===== config.mk =====
export PLATFORM = sky130hd
export DESIGN_NAME = pixel_framebuffer_writer
export DESIGN_NICKNAME = d
export VERILOG_FILES = /design/src/rtl/pixel_framebuffer_writer.sv
export SDC_FILE = /design/constraint.sdc
export NUM_CORES = 1
export LEC_CHECK = 0
export CAP_MARGIN = 20
export CORE_AREA = 2 2 166 152
export DETAILED_ROUTE_END_ITERATION = 7
export DIE_AREA = 0 0 168 154
export SLEW_MARGIN = 5
export SYNTH_ARGS = -nofsm -noshare
export SYNTH_HDL_FRONTEND = slang
export SYNTH_SLANG_ARGS = --single-unit

===== constraint.sdc =====
create_clock -name clk -period 3.7 [get_ports clk]
set_input_delay 0.74 -clock clk [delete_from_list [all_inputs] [get_ports clk]]
set_output_delay 0.74 -clock clk [all_outputs]
set_load 0.02 [all_outputs]

===== src/rtl/pixel_framebuffer_writer.sv =====
// Buffers pixels from a line drawing engine, clips them against the screen and
// issues one framebuffer write per on-screen pixel with a held request/ack handshake.
module pixel_framebuffer_writer #(
    parameter int H_RES      = 640,
    parameter int V_RES      = 480,
    parameter int FIFO_DEPTH = 4
) (
    input  logic        clk,
    input  logic        rst_,
    input  logic [31:0] in_pixel,
    input  logic        in_rts,
    output logic        in_rtr,
    output logic [18:0] mem_addr,
    output logic [11:0] mem_wdata,
    output logic        mem_we,
    input  logic        mem_ack,
    input  logic        clr_stats,
    output logic [15:0] pix_written,
    output logic [15:0] pix_clipped,
    output logic        idle
);

    localparam int PTR_W = $clog2(FIFO_DEPTH);
    localparam int CNT_W = PTR_W + 1;

    localparam logic [CNT_W-1:0] FIFO_FULL_CNT = CNT_W'(FIFO_DEPTH);
    localparam logic [10:0]      H_LIMIT       = 11'(H_RES);
    localparam logic [10:0]      V_LIMIT       = 11'(V_RES);
    localparam logic [18:0]      H_RES_W       = 19'(H_RES);
    localparam logic [15:0]      CNT_MAX       = 16'hFFFF;

    typedef enum logic [1:0] {
        ST_IDLE,
        ST_CALC,
        ST_WRITE
    } state_e;

    state_e state_q, state_d;

    logic [31:0]      fifo_mem_q [FIFO_DEPTH];
    logic [PTR_W-1:0] wr_ptr_q, wr_ptr_d;
    logic [PTR_W-1:0] rd_ptr_q, rd_ptr_d;
    logic [CNT_W-1:0] fifo_cnt_q, fifo_cnt_d;

    logic [31:0] work_pix_q, work_pix_d;
    logic [18:0] mem_addr_q, mem_addr_d;
    logic [11:0] mem_wdata_q, mem_wdata_d;
    logic        mem_we_q, mem_we_d;
    logic [15:0] pix_written_q, pix_written_d;
    logic [15:0] pix_clipped_q, pix_clipped_d;

    logic        fifo_empty;
    logic        fifo_full;
    logic        push;
    logic        pop;
    logic        inc_written;
    logic        inc_clipped;
    logic [9:0]  work_x;
    logic [9:0]  work_y;
    logic [11:0] work_color;
    logic        in_range;
    logic [18:0] addr_calc;

    assign fifo_empty = (fifo_cnt_q == '0);
    assign fifo_full  = (fifo_cnt_q == FIFO_FULL_CNT);

    // Ready is held low while reset is asserted so nothing is captured in that cycle.
    assign in_rtr = ~fifo_full & ~rst_;
    assign push   = in_rts & in_rtr;

    assign work_x     = work_pix_q[31:22];
    assign work_y     = work_pix_q[21:12];
    assign work_color = work_pix_q[11:0];
    assign in_range   = ({1'b0, work_x} < H_LIMIT) && ({1'b0, work_y} < V_LIMIT);
    assign addr_calc  = 19'(work_y) * H_RES_W + 19'(work_x);

    // ------------------------------------------------------------------
    // FIFO pointer and occupancy bookkeeping
    // ------------------------------------------------------------------
    always_comb begin
        wr_ptr_d   = wr_ptr_q;
        rd_ptr_d   = rd_ptr_q;
        fifo_cnt_d = fifo_cnt_q;
        if (push) begin
            wr_ptr_d = wr_ptr_q + PTR_W'(1);
        end
        if (pop) begin
            rd_ptr_d = rd_ptr_q + PTR_W'(1);
        end
        case ({push, pop})
            2'b10:   fifo_cnt_d = fifo_cnt_q + CNT_W'(1);
            2'b01:   fifo_cnt_d = fifo_cnt_q - CNT_W'(1);
            default: fifo_cnt_d = fifo_cnt_q;
        endcase
    end

    // ------------------------------------------------------------------
    // Next-state and datapath control
    // ------------------------------------------------------------------
    // NOTE: every signal assigned in this block gets a default first, so no
    // path through the case can leave one unassigned and infer a latch.
    always_comb begin
        state_d     = state_q;
        pop         = 1'b0;
        work_pix_d  = work_pix_q;
        mem_addr_d  = mem_addr_q;
        mem_wdata_d = mem_wdata_q;
        mem_we_d    = mem_we_q;
        inc_written = 1'b0;
        inc_clipped = 1'b0;

        case (state_q)
            ST_IDLE: begin
                if (!fifo_empty) begin
                    pop        = 1'b1;
                    work_pix_d = fifo_mem_q[rd_ptr_q];
                    state_d    = ST_CALC;
                end
            end

            ST_CALC: begin
                if (!in_range) begin
                    inc_clipped = 1'b1;
                    state_d     = ST_IDLE;
                end else begin
                    mem_addr_d  = addr_calc;
                    mem_wdata_d = work_color;
                    mem_we_d    = 1'b1;
                    state_d     = ST_WRITE;
                end
            end

            ST_WRITE: begin
                // Address and data stay put until the memory takes the write.
                if (mem_ack) begin
                    mem_we_d    = 1'b0;
                    inc_written = 1'b1;
                    state_d     = ST_IDLE;
                end
            end

            default: begin
                state_d  = ST_IDLE;
                mem_we_d = 1'b0;
            end
        endcase
    end

    // ------------------------------------------------------------------
    // Saturating statistics; a clear in the same cycle beats an increment
    // ------------------------------------------------------------------
    always_comb begin
        pix_written_d = pix_written_q;
        pix_clipped_d = pix_clipped_q;
        if (clr_stats) begin
            pix_written_d = '0;
            pix_clipped_d = '0;
        end else begin
            if (inc_written && (pix_written_q != CNT_MAX)) begin
                pix_written_d = pix_written_q + 16'd1;
            end
            if (inc_clipped && (pix_clipped_q != CNT_MAX)) begin
                pix_clipped_d = pix_clipped_q + 16'd1;
            end
        end
    end

    // ------------------------------------------------------------------
    // State registers
    // ------------------------------------------------------------------
    // NOTE: sequential state uses non-blocking assignments so every flop
    // samples the pre-edge values regardless of statement order.
    always_ff @(posedge clk) begin
        if (rst_) begin
            state_q       <= ST_IDLE;
            wr_ptr_q      <= '0;
            rd_ptr_q      <= '0;
            fifo_cnt_q    <= '0;
            work_pix_q    <= '0;
            mem_addr_q    <= '0;
            mem_wdata_q   <= '0;
            mem_we_q      <= 1'b0;
            pix_written_q <= '0;
            pix_clipped_q <= '0;
        end else begin
            state_q       <= state_d;
            wr_ptr_q      <= wr_ptr_d;
            rd_ptr_q      <= rd_ptr_d;
            fifo_cnt_q    <= fifo_cnt_d;
            work_pix_q    <= work_pix_d;
            mem_addr_q    <= mem_addr_d;
            mem_wdata_q   <= mem_wdata_d;
            mem_we_q      <= mem_we_d;
            pix_written_q <= pix_written_d;
            pix_clipped_q <= pix_clipped_d;
        end
    end

    // NOTE: the storage array is deliberately not reset; emptiness is tracked
    // by the occupancy count, so stale entries are never read.
    always_ff @(posedge clk) begin
        if (push) begin
            fifo_mem_q[wr_ptr_q] <= in_pixel;
        end
    end

    assign mem_addr    = mem_addr_q;
    assign mem_wdata   = mem_wdata_q;
    assign mem_we      = mem_we_q;
    assign pix_written = pix_written_q;
    assign pix_clipped = pix_clipped_q;
    assign idle        = fifo_empty && (state_q == ST_IDLE);

endmodule

* Word-level counts from Yosys, hierarchy flattened
Memory sizes are Yosys's and may differ from the RTL's. A register that Yosys moved wholly into a read port is not among the register bits.
Index checks and enable logic that the tools add are counted.
** Operators by class
- Multipliers :: 1
- $add $sub $neg :: 7
- Eq/ne operators :: 10
- $lt $le $gt $ge :: 2
- Reductions and logical operators :: 12
- Bitwise gates (word level) :: 6
- Muxes and demuxes :: 16
** Operators by type and width (number)
- $add 16x1->16 const B :: 2
- $ne 16x16->1 const B :: 2
- $add 19x10->19 :: 1
- $mul 10x3->12 const B :: 1
- $lt 10x10->1 const B :: 1
- $lt 10x9->1 const B :: 1
- $mux 1 :: 10
- $mux 2 :: 3
- $ne 2x2->1 const B :: 3
- $pmux 2 s3 :: 1
- $pmux 3 s2 :: 1
- $reduce_and 2->1 :: 3
- $add 2x1->2 const B :: 2
- $eq 2x1->1 const B :: 2
- $eq 2x2->1 const B :: 2
- $logic_and 1x1->1 :: 4
- $not 1->1 :: 4
- $add 3x1->3 const B :: 1
- $eq 3x3->1 const B :: 1
- $logic_not 3->1 :: 1
- $pmux 1 s3 :: 1
- $reduce_and 3->1 :: 1
- $sub 3x1->3 const B :: 1
- $and 1x1->1 :: 2
- 3 further kinds :: 3
** Storage, ports and cells
- Memories kept :: 1
- Input port bits :: 37
- RAM bits :: 128
- Register bits after elaboration :: 73
- Word-level logic and storage cells :: 64
- Output and inout port bits :: 66
** Memory list
- fifo_mem_q :: words 4, width 32, rd ports 1, clocked after memory_dff 1, write ports 1, RTL line 40 : logic [31:0] fifo_mem_q [FIFO_DEPTH];

* Depth between registers and ports, before layout
Gate-level depths: netlist (run 1).
- Depth after elaboration :: 6
- Gate-level depth with buffers :: 11
- Depth with buffers taken out :: 10

* Worst setup path before layout (run 1)
Ideal clock, no wire load.
- Kind :: register -> register
- From :: register work_pix_q[13] (read register of fifo_mem_q)
- To :: register mem_addr_q[17], in the netlist mem_addr[17]
- Cell stages (with the launch flop) :: 10
- Slack :: 1066 ps
- Data required time :: 3621 ps
- Clock period less this slack :: 2634 ps
- Data arrival time :: 2555 ps
- Setup time :: 79 ps
- Path buffers :: 0
- Cell sequence :: dfxtp_1 ha_1 ha_1 fa_1 a211oi_2 o21ai_0 a221oi_2 nand4_1 xor2_1 a211oi_2
** On the way
- Cells in the longest elaborated chain, start to end :: 3
- Elaborated cells between the ends (all ways) :: 5
- Classes of those cells :: 1 x add/sub; 1 x mul; 1 x order compare; 2 x reduce/logical
** Ends and longest elaborated chain
- start, declared :: RTL line 45 : logic [31:0] work_pix_q, work_pix_d;
- parallel branches: the longest is 3 deep, another holds $add 19x10->19
- end signal, assigned :: RTL line 191 : mem_addr_q <= mem_addr_d;
- end, declared :: RTL line 46 : logic [18:0] mem_addr_q, mem_addr_d;
Several ways; the timed one is not identified.
A chain may end at the register's enable or synchronous reset.

* Final worst setup path (run 1)
- From :: register fifo_cnt_q[2]
- To :: output idle
** On the way
- Cells in the longest elaborated chain, start to end :: 2
** Ends and longest elaborated chain
- start, declared :: RTL line 43 : logic [CNT_W-1:0] fifo_cnt_q, fifo_cnt_d;
- start signal, assigned :: RTL line 189 : fifo_cnt_q <= fifo_cnt_d;
- $logic_not 3->1 :: RTL line 64 : assign fifo_empty = (fifo_cnt_q == '0);
- $logic_and 1x1->1 :: RTL line 212 : assign idle = fifo_empty && (state_q == ST_IDLE);
- end, declared :: RTL line 20 : output logic idle
No other way between the ends.

==> results.md, run 1 <==
- Clock Path Buffers: 3
- Fillers: 2,109
- Syn_nets: 819
- Psw: 2.48 mW
- Yosys warning total: 0
- Met1 GRT Util: 0.219
- Placed insts: 1,141
- Final setup viols: 0
- Fin Hold WS: 0.450 ns
- Clock root cell: clkbuf_16
- Sink Count: 233
- Post-CTS sizing: 0
- Internal power component: 5.55 mW
- Crit share post-route: 0.803
- GRT Overall Usage: 0.154
- Post-Layout Cell Count: 1,187
- Final core occ: 0.488
- Placer Congestion: 0.769
- Crit end category: output pin
- Maximum vdd drop: 0.386 mV
- First-pass GRT wire length: 31,800 um
- Leak: 3.91 nW
- Final Critical Period: 2.97 ns
- Bufs and invs on worst path: 1
- Seq cells post-synth: 233
- Core Area: 24,000 sq um
- Clk pwr share: 0.317
- Slew @ Worst Pin: 0.873 ns
- Area Growth Syn to Fin: 23.3%
- DR WL/cell: 16.6 um
- Setup slack at placement: 0.857 ns
- WP data arrival: 2.23 ns
- GRT Max-Usage Layer: met2
- Worst Reg-to-Reg Cells: 9
- Hold_buf cts: 0
- Status: complete, no violations
- Syn_area_per_cell: 12.6 sq um
- Port Buffer Count: 102
- Remaining antenna violation count: 0
- Sequential power share: 0.408
- Setup TNS: 0 ns
- Largest net degree at the start of global routing: 76
- Vias: 5,969
- # DRC: 0
- Iteration-0 DRC Markers: 326
- Initial Util: 0.396
- Nets@finish: 926
- Die width: 168 um
- Die Area: 25,900 sq um
- Ant. Diodes: 0
- CP Data Required Time: 2.96 ns
- Worst R2R Start: work_pix_q[13]
- H-tree depth: 1
- Initial antenna violation count: 0
- DIE HEIGHT: 154 um
- Most used DFF post-synth: edfxtp_1
- Sequential area share after synthesis: 0.627
- CTS buffer count: 25
- Share of cells above drive strength 1: 0.117
- Total gr overflow: 0
- Vias per Instance: 5.03
- CP startpoint kind: register
- Post-synth ARST share: 0
- Synth Instances: 753
- Endpoints failing hold: 0
- Min-delay worst type: register to register
- Worst setup path end: idle
- Vias in the first global route: 5,820
- M2 GR Usage: 0.246
- Reg2Reg Setup Slack: 0.84 ns
- Critical path fanouts, max: 4
- Met3 Track Usage GR: 0.0309
- DRT Pass-1 Iters: 6
- Critical path's slowest cell: clkdlybuf4s50_1
- Sw Ratio: 0.309
- Max-Cap Viols: 0
- HP Start: work_pix_q[0]
- Largest area contributor in the netlist: edfxtp_1
- Top Ports: 103
- Logic pwr share: 0.274
- Final max-slew violation count: 0
- Share of the synthesized area in the top cell type: 0.405
- Critical-path cell list: nor3_1 -> nor3b_1 -> clkdlybuf4s50_1
- EDFF count, synth: 128
- Total setup buffers inserted after CTS: 0
- Post-synthesis cell area: 9490 sq um
- Fmax: 336 MHz
- Clock Latency Late Sink: 0.53 ns
- Delay-heaviest family, CP: simple AND/OR/NAND/NOR gates
- Worst Slack Setup Final: 0.728 ns
- Synth area leaders: edfxtp_1 41%, dfxtp_1 22%, mux4_2 7.6%, nand2_1 5.1%, a21oi_1 3.7%
- Worst-path clk slew: 0.06 ns
- Commonest cells in the netlist: 128 x edfxtp_1, 128 x nand2_1, 105 x dfxtp_1
- Worst rel slew slack: 0.409
- RR Endpoint: mem_addr[17]
- Rows: 54
- WS Path Type: register to output pin
- TritonCTS clock tree: built
- Synth cell types: 58
- RSZ-0062 raised after global routing: false
- Wirelength, routed: 19,700 um
- Critical Path Start: fifo_cnt_q[2]
- Total stage count of the critical path: 3
- Largest stage delay, worst path: 0.68 ns
- Clock Skew: 0.0175 ns
- Hpwl dp: 12,400 um
- P per Cell Area: 687 nW/um^2
power by group through the flow:
stage	combinational, mW	clock, mW	sequential, mW
2_1_floorplan	1.55	0	3.31
3_3_place_gp	2.22	0	3.33
3_5_place_dp	2.23	0	3.34
4_1_cts	2.24	2.62	3.29
5_1_grt	2.46	2.73	3.33
6_report	2.20	2.55	3.28
registers in the layout, indices dropped and copies added (netlist names):
signal       count
fifo_mem_q     128
work_pix_q      32
mem_addr        19
pix_clipped     16
pix_written     16
mem_wdata       12
fifo_cnt_q       3
rd_ptr_q         2
state_q          2
wr_ptr_q         2
mem_we           1
placed cells by master (no fill, tap or decap), drive strengths merged, types with 12 or more instances in the layout:
cell type and n:
a21oi 71, and3 12, clkdlybuf4s50 101, clkbuf 29
nand2 128, xor2 21, dfxtp 105, inv 16
buf 14, xnor2 16, nand4 13, mux4 32
ha 26, o21ai 15, nor2 46, edfxtp 128
worst register-to-register path: cells and delay by family (launching register included):
family	cells	cell delay (ns)
compound gates	4	1.09
xor+xnor	1	0.20
fa+ha+maj	3	1.01
flops	1	0.34
simple gates	1	0.16
cell families (layout without fill, tap and decap cells):
kind of cell,Yosys count,count (layout),synth area share
and+or+nand+nor,250,250,0.120
DFF,233,233,0.627
AOI/OAI and AO/OA,119,119,0.0783
buffers and inverters,51,177,0.0220
xor gates and xnor gates,37,37,0.0342
muxes,34,34,0.0781
adders and majority gates,29,29,0.0406
routing by layer:
metal  vias to the layer above  wire length [um]
met4                         0               293
met3                        24               888
met2                       127              8870
met1                      2854              9610
met5                         -                 0
li1                       2964                 -
area by class of cell:
cell class	instances	area, sq um	area share
flip-flops and latches	233	5950	0.508
multi-input cells	469	3340	0.286
repair buffers	115	1110	0.0952
clock buffers	29	651	0.0556
well taps	308	385	0.0329
clock inverters	17	200	0.0171
inverters	16	60.1	0.00513
worst min path at each step:
stage	endpoint	cells after the start
after global placement	work_pix_q[25]	2
after floorplan	mem_addr[0]	2
after global routing	work_pix_q[1]	2
after detailed placement	work_pix_q[1]	2
after CTS	mem_wdata[0]	2
final	mem_wdata[0]	2
metrics by stage:
step | power (mW) | instance area (sq um)
2_1_floorplan | 4.86 | 9490
4_1_cts | 8.15 | 11700
3_3_place_gp | 5.56 | 10800
3_5_place_dp | 5.57 | 10800
6_report | 8.03 | 11700
5_1_grt | 8.52 | 11700
No activity file was read; power rests on OpenSTA's default activity.
==> run 2, diff against run 1 <==
==> constraint.sdc (replaced) <==
create_clock -name clk -period 3.1 [get_ports clk]
set_input_delay 0.62 -clock clk [delete_from_list [all_inputs] [get_ports clk]]
set_output_delay 0.62 -clock clk [all_outputs]
set_load 0.02 [all_outputs]
==> run 2 against run 1 <==
Against the previous run:
- core utilization down 0.35 points
- sequential share of layout area grew 0.37 points
- worst setup slack worse by 0.47 ns
- clock skew decreased by 0.0086 ns
- register-to-register slack lost 0.59 ns
- design area shrank 0.72%
- hold slack improved by 0.0031 ns
- sequential cell count stayed put
- critical path depth is 6 higher
- first-iteration DRC count decreased by 8.0%
- largest power group unchanged
==> results.md, run 2 (synthesis results as in run 1) <==
- Clock Skew: 0.00887 ns (was 0.0175 ns)
- Hpwl dp: 12,400 um (about the same)
- TritonCTS clock tree: built (unchanged)
- Critical-path cell list: ha_1 -> ha_1 -> fa_1 -> a211oi_2 -> o21ai_0 -> a221oi_2 -> nand4_1 -> xor2_1 -> a211oi_2 (was nor3_1 -> nor3b_1 -> clkdlybuf4s50_1)
- Worst rel slew slack: 0.360 (was 0.409)
- # DRC: 0 (unchanged)
- Final max-slew violation count: 0 (unchanged)
- Hold Path Depth: 2 (unchanged)
- Rows: 54 (unchanged)
- Hold Crit Endpoint: work_pix_q[10] (was mem_wdata[0])
- Iteration-0 DRC Markers: 300 (was 326)
- H-tree depth: 1 (unchanged)
- Max-Cap Viols: 0 (unchanged)
- Slew @ Worst Pin: 0.945 ns (was 0.873 ns)
- Delay-heaviest family, CP: compound AO/OA/AOI/OAI gates (was simple AND/OR/NAND/NOR gates)
- Total gr overflow: 0 (unchanged)
- Worst Slack Setup Final: 0.254 ns (was 0.728 ns)
- DRT Pass-1 Iters: 4 (was 6)
- Placer Congestion: 0.791 (was 0.769)
- Vias per Instance: 5.06 (was 5.03)
- Most frequent cells in the layout: 128 x nand2_1, 128 x edfxtp_1, 104 x dfxtp_1 (unchanged)
- Status: complete, no violations (unchanged)
- Clock Path Buffers: 3 (unchanged)
- Number of flip-flops in the largest register: 128 (unchanged)
- Maximum vdd drop: 0.508 mV (was 0.386 mV)
- CTS buffer count: 25 (unchanged)
- RSZ-0062 raised after global routing: false (unchanged)
- P per Cell Area: 800 nW/um^2 (was 687 nW/um^2)
- Vias: 6,012 (was 5,969)
- Post-Layout Cell Count: 1,187 (unchanged)
- Wirelength, routed: 19,400 um (was 19,700 um)
- Core Area: 24,000 sq um (unchanged)
- Min-delay worst type: register to register (unchanged)
- Nets@finish: 926 (unchanged)
- Initial Util: 0.396 (unchanged)
- Endpoints failing hold: 0 (unchanged)
- Initial antenna violation count: 0 (unchanged)
- Clock Latency Late Sink: 0.52 ns (was 0.53 ns)
- Worst-path clk slew: 0.06 ns (about the same)
- Final core occ: 0.484 (was 0.488)
- Final setup viols: 0 (unchanged)
- DIE HEIGHT: 154 um (unchanged)
- Die width: 168 um (unchanged)
- Placed insts: 1,141 (unchanged)
- Register name with the most flops: fifo_mem_q (unchanged)
- Worst R2R Start: work_pix_q[13] (unchanged)
- Largest stage delay, worst path: 0.45 ns (was 0.68 ns)
- Total setup buffers inserted after CTS: 0 (unchanged)
- Ant. Diodes: 0 (unchanged)
- Critical path fanouts, max: 4 (unchanged)
- Fmax: 351 MHz
- Crit end category: register (was output pin)
- Leak: 3.86 nW (was 3.91 nW)
- Largest net degree at the start of global routing: 76 (unchanged)
- DR WL/cell: 16.4 um (was 16.6 um)
- Remaining antenna violation count: 0 (unchanged)
- Critical path's slowest cell: fa_1 (was clkdlybuf4s50_1)
- CP Data Required Time: 3.54 ns (was 2.96 ns)
- Setup slack at placement: 0.240 ns (was 0.857 ns)
- Reg2Reg Setup Slack: 0.25 ns (was 0.84 ns)
- Bufs and invs on worst path: 0 (was 1)
- Area Growth Syn to Fin: 22.4% (was 23.3%)
- WS Path Type: register to register (was register to output pin)
- Setup TNS: 0 ns (unchanged)
- Clock root cell: clkbuf_16 (unchanged)
- Die Area: 25,900 sq um (unchanged)
- Worst Reg-to-Reg Cells: 9 (unchanged)
- HP Start: work_pix_q[10] (was work_pix_q[0])
- RR Endpoint: mem_addr[17] (unchanged)
- Share of cells above drive strength 1: 0.109 (was 0.117)
- CP startpoint kind: register (unchanged)
- Final Critical Period: 2.85 ns
- Sink Count: 233 (unchanged)
- GRT Overall Usage: 0.154 (about the same)
- Crit share post-route: 0.918
- Hold_buf cts: 0 (unchanged)
- First-pass GRT wire length: 31,800 um (about the same)
- Vias in the first global route: 6,006 (was 5,820)
- Post-CTS sizing: 0 (unchanged)
- Port Buffer Count: 102 (unchanged)
- WP data arrival: 3.28 ns (was 2.23 ns)
- Top Ports: 103 (unchanged)
==> run 2: cell count changes in the layout (fill, tap and decap cells not counted), sizes merged <==
cell | previous run | this run
clkbuf | 29 | 42
clkinvlp | 2 | 0
inv | 16 | 17
bufinv | 4 | 0
clkinv | 11 | 3
==> run 2: cell type report <==
| type | instances | area, sq um |
|---|---|---|
| sequential | 233 | 5950 |
| clock inverter | 4 | 40.0 |
| tap | 308 | 385 |
| inverter | 16 | 60.1 |
| multi-input combinational | 469 | 3340 |
| fill | 2148 | 12400 |
| timing repair buffer | 115 | 1120 |
| clock buffer | 42 | 719 |
==> run 2: power breakdown <==
| part | switching, mW | internal (mW) |
|---|---|---|
| combinational | 1.51 | 1.15 |
| sequential | 0.255 | 3.63 |
| clock | 1.15 | 1.59 |
==> run 2: layer usage <==
| metal | wire (um) | track usage |
|---|---|---|
| met1 | 9480 | 0.213 |
| met3 | 769 | 0.0275 |
| met5 | 0 | 0 |
| met2 | 8790 | 0.253 |
| met4 | 401 | 0.0352 |
==> run 2: through the flow <==
stage | hold slack [ns] | power [mW] | cell area [sq um]
after global routing | 0.465 | 9.87 | 11600
after floorplan | 0.432 | 5.80 | 9490
after global placement | 0.444 | 6.63 | 10800
final | 0.453 | 9.29 | 11600
after detailed placement | 0.447 | 6.66 | 10900
after CTS | 0.454 | 9.44 | 11600
==> run 2: worst register-to-register path, stage by stage (launching register included) <==
cell	delay (ns)
dfxtp_1	0.34
ha_1	0.30
ha_1	0.25
fa_1	0.45
a211oi_2	0.27
o21ai_0	0.17
a221oi_2	0.41
nand4_1	0.16
xor2_1	0.21
a211oi_2	0.21
==> run 2: worst max path at each step <==
| stage | start | endpoint | slack (ns) | depth (start not counted) |
|---|---|---|---|---|
| after floorplan | work_pix_q[13] | mem_addr[17] | 0.47 | 9 |
| after global routing | work_pix_q[13] | mem_addr[17] | 0.01 | 9 |
| final | work_pix_q[13] | mem_addr[17] | 0.25 | 9 |
| after detailed placement | work_pix_q[13] | mem_addr[17] | 0.24 | 9 |
| after global placement | work_pix_q[13] | mem_addr[17] | 0.29 | 9 |
| after CTS | work_pix_q[13] | mem_addr[17] | 0.21 | 9 |
==> run 3, diff against run 2 <==
==> constraint.sdc (replaced) <==
create_clock -name clk -period 3 [get_ports clk]
set_input_delay 0.6 -clock clk [delete_from_list [all_inputs] [get_ports clk]]
set_output_delay 0.6 -clock clk [all_outputs]
set_load 0.02 [all_outputs]
==> run 3 against run 2 <==
Against the previous run:
- sequential cell count unchanged
- highest routed layer is now met5
- power up 5.7%
- fmax up 5.1%
- register-to-register slack better by 0.04 ns
==> results.md, run 3 (synthesis results as in run 1) <==
- Status: complete, no violations (unchanged)
- TritonCTS clock tree: built (unchanged)
- # DRC: 0 (unchanged)
- Rows: 54 (unchanged)
- Leak: 3.91 nW (was 3.86 nW)
- RSZ-0062 raised after global routing: false (unchanged)
- Critical path fanouts, max: 4 (unchanged)
- Hold_buf cts: 0 (unchanged)
- First-pass GRT wire length: 32,200 um (was 31,800 um)
- Vias: 6,091 (was 6,012)
- Maximum vdd drop: 0.434 mV (was 0.508 mV)
- Fillers: 2,140 (was 2,148)
- Clock Path Buffers: 3 (unchanged)
- PnR Total Power: 9.82 mW (was 9.29 mW)
- Placed cell area: 10,900 sq um (about the same)
- DRT Pass-1 Iters: 4 (unchanged)
- Vias in the first global route: 6,015 (was 6,006)
- Worst rel slew slack: 0.367 (was 0.360)
- Met3 Track Usage GR: 0.0275 (unchanged)
- Setup TNS: 0 ns (unchanged)
- GRT Max-Usage Layer: met2 (unchanged)
- P per Cell Area: 841 nW/um^2 (was 800 nW/um^2)
- Clock root cell: clkbuf_16 (unchanged)
- Sequential cell area: 5950 sq um (unchanged)
- Final Critical Period: 2.71 ns (was 2.85 ns)
- Min-delay worst type: register to register (unchanged)
- Design area: 11,700 sq um (was 11,600 sq um)
- DIE HEIGHT: 154 um (unchanged)
- Crit share post-route: 0.903 (was 0.918)
- Initial Util: 0.396 (unchanged)
- Final setup viols: 0 (unchanged)
- GRT Overall Usage: 0.155 (was 0.154)
- WP data arrival: 3.15 ns (was 3.28 ns)
- Wirelength, routed: 19,900 um (was 19,400 um)
- Met1 GRT Util: 0.213 (about the same)
- Worst-path clk slew: 0.06 ns (about the same)
- Vias per Instance: 5.13 (was 5.06)
- Total gr overflow: 0 (unchanged)
- DR WL/cell: 16.8 um (was 16.4 um)
- Fmax: 369 MHz (was 351 MHz)
- Number of flip-flops in the largest register: 128 (unchanged)
- Largest net degree at the start of global routing: 76 (unchanged)
- Endpoints failing hold: 0 (unchanged)
- Fin Hold WS: 0.455 ns (was 0.453 ns)
- CTS buffer count: 25 (unchanged)
- Total setup buffers inserted after CTS: 0 (unchanged)
- Top Ports: 103 (unchanged)
- Die width: 168 um (unchanged)
- WS Path Type: register to register (unchanged)
- Area of the multi-input gates: 3340 sq um (unchanged)
- Share of cells above drive strength 1: 0.119 (was 0.109)
- Clock Skew: 0.0140 ns (was 0.00887 ns)
- Slew @ Worst Pin: 0.935 ns (was 0.945 ns)
- Initial antenna violation count: 1 (was 0)
- Port Buffer Count: 102 (unchanged)
- Sink Count: 233 (unchanged)
- Most frequent cells in the layout: 128 x nand2_1, 128 x edfxtp_1, 104 x dfxtp_1 (unchanged)
- Clock Latency Late Sink: 0.53 ns (was 0.52 ns)
- M2 GR Usage: 0.257 (was 0.253)
- Max-Cap Viols: 0 (unchanged)
- Final max-slew violation count: 0 (unchanged)
- Register name with the most flops: fifo_mem_q (unchanged)
- CP startpoint kind: register (unchanged)
- Ant. Diodes: 0 (unchanged)
- Hpwl dp: 12,600 um (was 12,400 um)
- Area Growth Syn to Fin: 23.1% (was 22.4%)
- Iteration-0 DRC Markers: 345 (was 300)
- Remaining antenna violation count: 0 (unchanged)
- Placer Congestion: 0.779 (was 0.791)
- Post-CTS sizing: 0 (unchanged)
- Nets@finish: 927 (was 926)
- H-tree depth: 1 (unchanged)
- CP Data Required Time: 3.44 ns (was 3.54 ns)
- Core Area: 24,000 sq um (unchanged)
- Crit end category: register (unchanged)
- Die Area: 25,900 sq um (unchanged)
-- run 3: power by group --
part	internal [mW]	switching, mW	total, mW
clock network	1.78	1.24	3.02
logic	1.21	1.56	2.77
registers	3.75	0.285	4.04
total	6.74	3.08	9.82
-- run 3: layer usage --
metal,up-vias,routed length [um]
li1,2962,-
met1,2955,9330
met2,144,9280
met3,28,873
met4,2,406
met5,-,15
-- run 3: area by class of cell --
cell class	count	share of cell area
clock buffer	36	0.0622
clock inverter	10	0.00792
inverter	16	0.00514
multi-input combinational	469	0.286
sequential	233	0.509
tap	308	0.0330
timing repair buffer	116	0.0970
-- run 3: final timing paths --
kind                                     start            to  slack, ns  depth (start not counted)
worst max-delay path            work_pix_q[13]  mem_addr[17]       0.29                          9
worst max register to register  work_pix_q[13]  mem_addr[17]       0.29                          9
worst min-delay path             work_pix_q[9]  mem_wdata[9]       0.45                          2
worst min register to register   work_pix_q[9]  mem_wdata[9]       0.45                          2
-- run 3: critical path, stage by stage, from the launching register on --
cell and delay, ns:
dfxtp_1 0.34, ha_1 0.30, ha_1 0.25, fa_1 0.45, a211oi_2 0.26, o21ai_0 0.17
a221oi_2 0.34, nand4_1 0.14, xor2_1 0.19, a211oi_2 0.20
-- run 3: metrics by stage --
step | util | instances | setup slack, ns
after floorplan | - | 753 | 0.366
after global placement | 0.453 | 1142 | 0.326
after detailed placement | 0.453 | 1142 | 0.289
after CTS | 0.487 | 1188 | 0.268
after global routing | 0.487 | 1188 | 0.101
final | 0.487 | 1188 | 0.292
